### config.mk
export PLATFORM = sky130hd
export DESIGN_NAME = mac_operand_feeder_flat
export DESIGN_NICKNAME = d
export VERILOG_FILES = /design/src/rtl/mac_pkg.sv /design/src/rtl/mac_operand_feeder_if.sv /design/src/rtl/operand_fifo.sv /design/src/rtl/mac_operand_feeder.sv /design/src/flat_wrapper.sv
export SDC_FILE = /design/constraint.sdc
export NUM_CORES = 1
export LEC_CHECK = 0
export ABC_AREA = 1
export BUFFER_PORTS_ARGS = -buffer_cell sky130_fd_sc_hd__buf_2
export CAP_MARGIN = 20
export CORE_MARGIN = 2
export CORE_UTILIZATION = 55
export DETAILED_ROUTE_END_ITERATION = 8
export HOLD_SLACK_MARGIN = 0.06
export PLACE_DENSITY = 0.75
export SLEW_MARGIN = 20
export SYNTH_ARGS = -nofsm -noshare
export SYNTH_HDL_FRONTEND = slang
export SYNTH_SLANG_ARGS = --single-unit
### constraint.sdc
create_clock -name clk -period 7.2 [get_ports clk]
set_input_delay 0.36 -clock clk [delete_from_list [all_inputs] [get_ports clk]]
set_output_delay 0.36 -clock clk [all_outputs]
set_load 0.005 [all_outputs]
### src/rtl/mac_pkg.sv
// Shared types and default sizing for the MAC operand feeder and its sub-blocks.
package mac_pkg;

  localparam int DATA_W_DEF       = 8;
  localparam int DEPTH_DEF        = 4;
  localparam int BUSY_TIMEOUT_DEF = 15;
  localparam int CNT_W_DEF        = 16;

  typedef enum logic [1:0] {
    IDLE,
    LAUNCH,
    RUN
  } feeder_state_t;

endpackage

### src/rtl/mac_operand_feeder_if.sv
// Upstream operand-pair stream: valid/ready with signed a/b operands.
interface mac_operand_feeder_if import mac_pkg::*; #(
  parameter int DATA_W = DATA_W_DEF
);
  logic              in_valid;
  logic              in_ready;
  logic [DATA_W-1:0] in_a;
  logic [DATA_W-1:0] in_b;

  modport master (output in_valid, in_a, in_b, input in_ready);
  modport slave  (input in_valid, in_a, in_b, output in_ready);
endinterface

### src/rtl/operand_fifo.sv
// Synchronous FIFO with wrap-bit pointers; full/empty/level derived from pointer difference.
module operand_fifo #(
  parameter  int WIDTH = 16,
  parameter  int DEPTH = 4,
  localparam int AW    = $clog2(DEPTH)
) (
  input  logic             clk,
  input  logic             reset,
  input  logic             push,
  input  logic [WIDTH-1:0] wdata,
  input  logic             pop,
  output logic [WIDTH-1:0] rdata,
  output logic             full,
  output logic             empty,
  output logic [AW:0]      level
);

  logic [WIDTH-1:0] mem_q [DEPTH];
  logic [AW:0]      wr_ptr_q, wr_ptr_d;
  logic [AW:0]      rd_ptr_q, rd_ptr_d;
  logic             push_ok, pop_ok;

  assign level   = wr_ptr_q - rd_ptr_q;
  assign full    = (level == (AW+1)'(DEPTH));
  assign empty   = (wr_ptr_q == rd_ptr_q);
  assign push_ok = push && !full;
  assign pop_ok  = pop && !empty;
  assign rdata   = mem_q[rd_ptr_q[AW-1:0]];

  always_comb begin
    wr_ptr_d = wr_ptr_q + (AW+1)'(push_ok);
    rd_ptr_d = rd_ptr_q + (AW+1)'(pop_ok);
  end

  // NOTE: sequential state uses non-blocking assignments so every flop samples pre-edge values.
  always_ff @(posedge clk or negedge reset) begin
    if (!reset) begin
      wr_ptr_q <= '0;
      rd_ptr_q <= '0;
    end else begin
      wr_ptr_q <= wr_ptr_d;
      rd_ptr_q <= rd_ptr_d;
    end
  end

  // NOTE: storage is not reset; the pointers alone define which entries are valid.
  always_ff @(posedge clk) begin
    if (push_ok) mem_q[wr_ptr_q[AW-1:0]] <= wdata;
  end

endmodule

### src/rtl/mac_operand_feeder.sv
// Buffers operand pairs and launches them into a sequential MAC with start/busy handshake.
module mac_operand_feeder import mac_pkg::*; #(
  parameter  int DATA_W       = DATA_W_DEF,
  parameter  int DEPTH        = DEPTH_DEF,
  parameter  int BUSY_TIMEOUT = BUSY_TIMEOUT_DEF,
  parameter  int CNT_W        = CNT_W_DEF,
  localparam int LW           = $clog2(DEPTH) + 1
) (
  input  logic              clk,
  input  logic              reset,
  mac_operand_feeder_if.slave in_if,
  output logic [DATA_W-1:0] a,
  output logic [DATA_W-1:0] b,
  output logic              start,
  input  logic              busy,
  output logic              done,
  output logic [CNT_W-1:0]  op_count,
  output logic [LW-1:0]     fifo_level,
  output logic              timeout_err
);

  localparam int TW = $clog2(BUSY_TIMEOUT + 1);

  feeder_state_t       state_q, state_d;
  logic [DATA_W-1:0]   a_q, a_d, b_q, b_d;
  logic                start_q, start_d;
  logic                done_q, done_d;
  logic [CNT_W-1:0]    cnt_q, cnt_d;
  logic                err_q, err_d;
  logic [TW-1:0]       timer_q, timer_d;
  logic                pop;
  logic                fifo_full, fifo_empty;
  logic [2*DATA_W-1:0] head;

  operand_fifo #(.WIDTH(2*DATA_W), .DEPTH(DEPTH)) u_fifo (
    .clk   (clk),
    .reset (reset),
    .push  (in_if.in_valid),
    .wdata ({in_if.in_a, in_if.in_b}),
    .pop   (pop),
    .rdata (head),
    .full  (fifo_full),
    .empty (fifo_empty),
    .level (fifo_level)
  );

  assign in_if.in_ready = !fifo_full;

  // NOTE: every always_comb output gets a default first so no path can infer a latch.
  always_comb begin
    state_d = state_q;
    a_d     = a_q;
    b_d     = b_q;
    start_d = start_q;
    timer_d = timer_q;
    cnt_d   = cnt_q;
    err_d   = err_q;
    done_d  = 1'b0;
    pop     = 1'b0;
    unique case (state_q)
      IDLE: begin
        start_d = 1'b0;
        if (!fifo_empty) begin
          pop     = 1'b1;
          a_d     = head[2*DATA_W-1:DATA_W];
          b_d     = head[DATA_W-1:0];
          start_d = 1'b1;
          timer_d = '0;
          state_d = LAUNCH;
        end
      end
      LAUNCH: begin
        if (busy) begin
          start_d = 1'b0;
          state_d = RUN;
        end else if (timer_q == TW'(BUSY_TIMEOUT - 1)) begin
          // MAC never acknowledged: drop the pair without counting it.
          start_d = 1'b0;
          err_d   = 1'b1;
          state_d = IDLE;
        end else begin
          timer_d = timer_q + TW'(1);
        end
      end
      RUN: begin
        if (!busy) begin
          done_d  = 1'b1;
          cnt_d   = cnt_q + CNT_W'(1);
          state_d = IDLE;
        end
      end
      default: state_d = IDLE;
    endcase
  end

  always_ff @(posedge clk or negedge reset) begin
    if (!reset) begin
      state_q <= IDLE;
      a_q     <= '0;
      b_q     <= '0;
      start_q <= 1'b0;
      timer_q <= '0;
      done_q  <= 1'b0;
      cnt_q   <= '0;
      err_q   <= 1'b0;
    end else begin
      state_q <= state_d;
      a_q     <= a_d;
      b_q     <= b_d;
      start_q <= start_d;
      timer_q <= timer_d;
      done_q  <= done_d;
      cnt_q   <= cnt_d;
      err_q   <= err_d;
    end
  end

  assign a           = a_q;
  assign b           = b_q;
  assign start       = start_q;
  assign done        = done_q;
  assign op_count    = cnt_q;
  assign timeout_err = err_q;

endmodule

### src/flat_wrapper.sv
// flat-port wrapper written by rule: the top's interface ports become plain ports
module mac_operand_feeder_flat import mac_pkg::*;
#(
  parameter  int DATA_W       = DATA_W_DEF,
  parameter  int DEPTH        = DEPTH_DEF,
  parameter  int BUSY_TIMEOUT = BUSY_TIMEOUT_DEF,
  parameter  int CNT_W        = CNT_W_DEF,
  localparam int LW           = $clog2(DEPTH) + 1
)
  (clk, reset, a, b, start, busy, done, op_count, fifo_level, timeout_err, in_if_in_valid, in_if_in_a, in_if_in_b, in_if_in_ready);
  mac_operand_feeder_if #(.DATA_W(DATA_W)) in_if_i ();
  input  logic clk;
  input  logic reset;
  output logic [DATA_W-1:0] a;
  output logic [DATA_W-1:0] b;
  output logic start;
  input  logic busy;
  output logic done;
  output logic [CNT_W-1:0] op_count;
  output logic [LW-1:0] fifo_level;
  output logic timeout_err;
  input wire logic [$bits(in_if_i.in_valid)-1:0] in_if_in_valid;
  input wire logic [$bits(in_if_i.in_a)-1:0] in_if_in_a;
  input wire logic [$bits(in_if_i.in_b)-1:0] in_if_in_b;
  output wire logic [$bits(in_if_i.in_ready)-1:0] in_if_in_ready;
  assign in_if_i.in_valid = in_if_in_valid;
  assign in_if_i.in_a = in_if_in_a;
  assign in_if_i.in_b = in_if_in_b;
  assign in_if_in_ready = in_if_i.in_ready;
  mac_operand_feeder #(.DATA_W(DATA_W), .DEPTH(DEPTH), .BUSY_TIMEOUT(BUSY_TIMEOUT), .CNT_W(CNT_W)) u_core (.clk(clk), .reset(reset), .in_if(in_if_i), .a(a), .b(b), .start(start), .busy(busy), .done(done), .op_count(op_count), .fifo_level(fifo_level), .timeout_err(timeout_err));
endmodule
==> results.toml <==
[critical_path]
crit_path_end_kind = "register"
cp_max_fo = 35
worstPathArrival_ns = 3.15
crit_required_ns = 7.22
cp-start-kind = "register"
crit_type = "reg -> reg"

[run]
max-cap-violations = 0

[yosys]
ys_seq_area_frac = 0.662
synth.distinct_cells = 29
ys.warnings.count = 0
avgSynthCellArea_um2 = 10.9
synth_top_area_share = 0.411
netlist_instances = 429
ys_ff_latch = 111
synth_top_cell_by_area = "edfxtp_1"
syn_nets = 459
ys_top_cells_by_area = "edfxtp_1 41%, dfrtp_1 25%, nand2_1 7.6%, nor2_1 5.0%, o21ai_1 3.5%"
syn_area_um2 = 4680

[drt]
ant_nets = 0
wire_per_inst_um = 14.8
viasPerCell = 5.17
drt-initial-drc-count = 173
drt-pass1-iter-count = 4
vias = 3099
finalWirelength_um = 8890
drc = 0

[timing]
clock_skew_ns = 0.0130
setup_slack_ns = 4.07
slew_violations = 0
final.setup.tns_ns = 0
min_period_over_period = 0.435
tightest_slew_ns = 1.04
finalSetupViolations = 0
fin_crit_ns = 3.13
fmax_mhz = 319
rsz0062_at_grt = "false"
max-slew-margin-rel = 0.306
finalHoldViolations = 0

[floorplan]
fp.dieH_um = 96.2
initial_core_util = 0.569
die_w_um = 96.2
row_count = 33
io_pins = 59
die-area_um2 = 9260
core_area_um2 = 8220

[clock_network]
cts_tree = "yes"
numClockSinks = 111
clockBufferDepth = 2
clk_pin_slew_ns = 0.11
htree_levels = 3
clock-root-buffer = "clkbuf_8"
cts_made_buffers = 9
clock_latency_ns = 0.37

[pwr]
internal_power_w = 0.00126
power.leakage_nw = 2.34
p_switching_w = 0.000813
swShare = 0.393
peakVddDrop_mv = 0.225
p_seq_frac = 0.482
pwr_density_cell_nw_per_um2 = 393
comb_power_share = 0.338
clkPwrFrac = 0.179

[grt]
grt_pass1_vias = 2990
grt-ovfl-total = 0
grt_max_degree = 48
antenna_found_initial = 0
track_usage = 0.209
grt_first_pass_wirelength_um = 14200

[placement]
gp_congestion = 0.813
place_ws_ns = 4.07
dp_hpwl_um = 6150
port_buffers = 58

[finish]
drive_gt1_frac = 0.198
layout.nets = 520
area_growth_pct = 12.6
fillers = 664
most-common-layout-cells = "95 x nand2_1, 64 x edfxtp_1, 61 x nor2_1"
final_util = 0.641
final_common_cell = "nand2_1"
n_antenna_cell = 0

[outcome]
status = "finished, final reports clean"

[min_path]
hold_class = "in -> reg"
==> state kept, by name, indices dropped and copies added (netlist names) <==
signal,cells
u_core.u_fifo.mem_q,64
u_core.op_count,16
u_core.a,8
u_core.b,8
u_core.timer_q,4
u_core.u_fifo.rd_ptr_q,3
u_core.u_fifo.wr_ptr_q,3
u_core.state_q,2
u_core.done,1
u_core.start,1
u_core.timeout_err,1
==> layout make-up <==
| cell class | instances | area [µm²] | share of cell area |
|---|---|---|---|
| Timing Repair Buffer | 62 | 325 | 0.0618 |
| Tap cell | 105 | 131 | 0.0249 |
| Clock buffer | 9 | 124 | 0.0235 |
| Inverter | 33 | 126 | 0.0240 |
| Multi-Input combinational cell | 273 | 1380 | 0.262 |
| Clock inverter | 7 | 82.6 | 0.0157 |
| Sequential cell | 111 | 3100 | 0.588 |
==> cells by family (layout without fill, tap and decap cells) <==
family,after synthesis,after routing,synth area share
simple gates,197,197,0.185
flops,111,111,0.662
compound gates,54,54,0.0583
buf+inv,45,111,0.0433
xor+xnor,12,12,0.0225
fa+ha+maj,10,10,0.0284
==> cells in the mapped netlist, drive strengths merged <==
cell	n
o31ai	1
nand3b	3
nand2	103
nand4	8
a21oi	1
nor2	66
clkbuf	1
nor3	1
buf	11
nand3	15
and2	1
ha	9
fa	1
o21ai	52
dfrtp	47
xnor2	8
inv	33
xor2	4
edfxtp	64
==> timing repair <==
action                                  in CTS  in global routing
hold endpoints to repair                     0                 47
setup buffers                                0                  0
hold buffers                                 0                  1
endpoints found under the setup margin       0                  0
resized for setup                            0                  0
==> through the flow <==
stage / instances / hold slack [ns] / power, W / cell area, µm²
finish: 600 / 0.197 / 0.00207 / 5270
global placement: 583 / 0.445 / 0.00168 / 5040
CTS: 599 / 0.177 / 0.00209 / 5250
floorplan: 429 / 0.0644 / 0.00148 / 4680
detailed placement: 583 / 0.462 / 0.00172 / 5050
global route: 600 / 0.184 / 0.00223 / 5270
==> critical path, stage by stage, from the launching register on <==
cell      delay (ns)
dfrtp_1         1.04
ha_1            0.31
fa_1            0.43
nand2_1         0.08
nand3b_1        0.13
nand2_1         0.16
nor2_2          0.62
==> metal layers <==
layer | vias up | global-route usage | wire, µm
met4 | 0 | 0.0774 | 134
met2 | 81 | 0.339 | 4280
met5 | - | 0 | 0
li1 | 1539 | - | -
met3 | 11 | 0.0399 | 517
met1 | 1468 | 0.281 | 3960
==> worst paths after layout <==
kind                                                          start                                    to  slack (ns)  cells past startpoint
min in group asynchronous                                     reset        u_core.timeout_err$_DFFE_PN0P_        0.52                      2
worst min-delay path                                  in_if_in_b[5]   u_core.u_fifo.mem_q[0][5]$_DFFE_PP_        0.20                      1
worst min register to register              u_core.b[6]$_DFFE_PN0P_               u_core.b[6]$_DFFE_PN0P_        0.49                      2
worst max register to register  u_core.u_fifo.rd_ptr_q[0]$_DFF_PN0_  u_core.u_fifo.mem_q[0][11]$_DFFE_PP_        4.07                      6
max in group asynchronous                                     reset   u_core.u_fifo.wr_ptr_q[1]$_DFF_PN0_        6.27                      2
worst max-delay path            u_core.u_fifo.rd_ptr_q[0]$_DFF_PN0_  u_core.u_fifo.mem_q[0][11]$_DFFE_PP_        4.07                      6
==> power by group through the flow <==
stage	logic [W]	registers (W)	clock network (W)
after floorplan	0.000525	0.000959	0
after global placement	0.000673	0.00100	0
after detailed placement	0.000706	0.00101	0
after CTS	0.000710	0.000998	0.000382
after global routing	0.000800	0.00102	0.000407
final	0.000700	0.000999	0.000371
No activity file was read; power rests on OpenSTA's default activity.
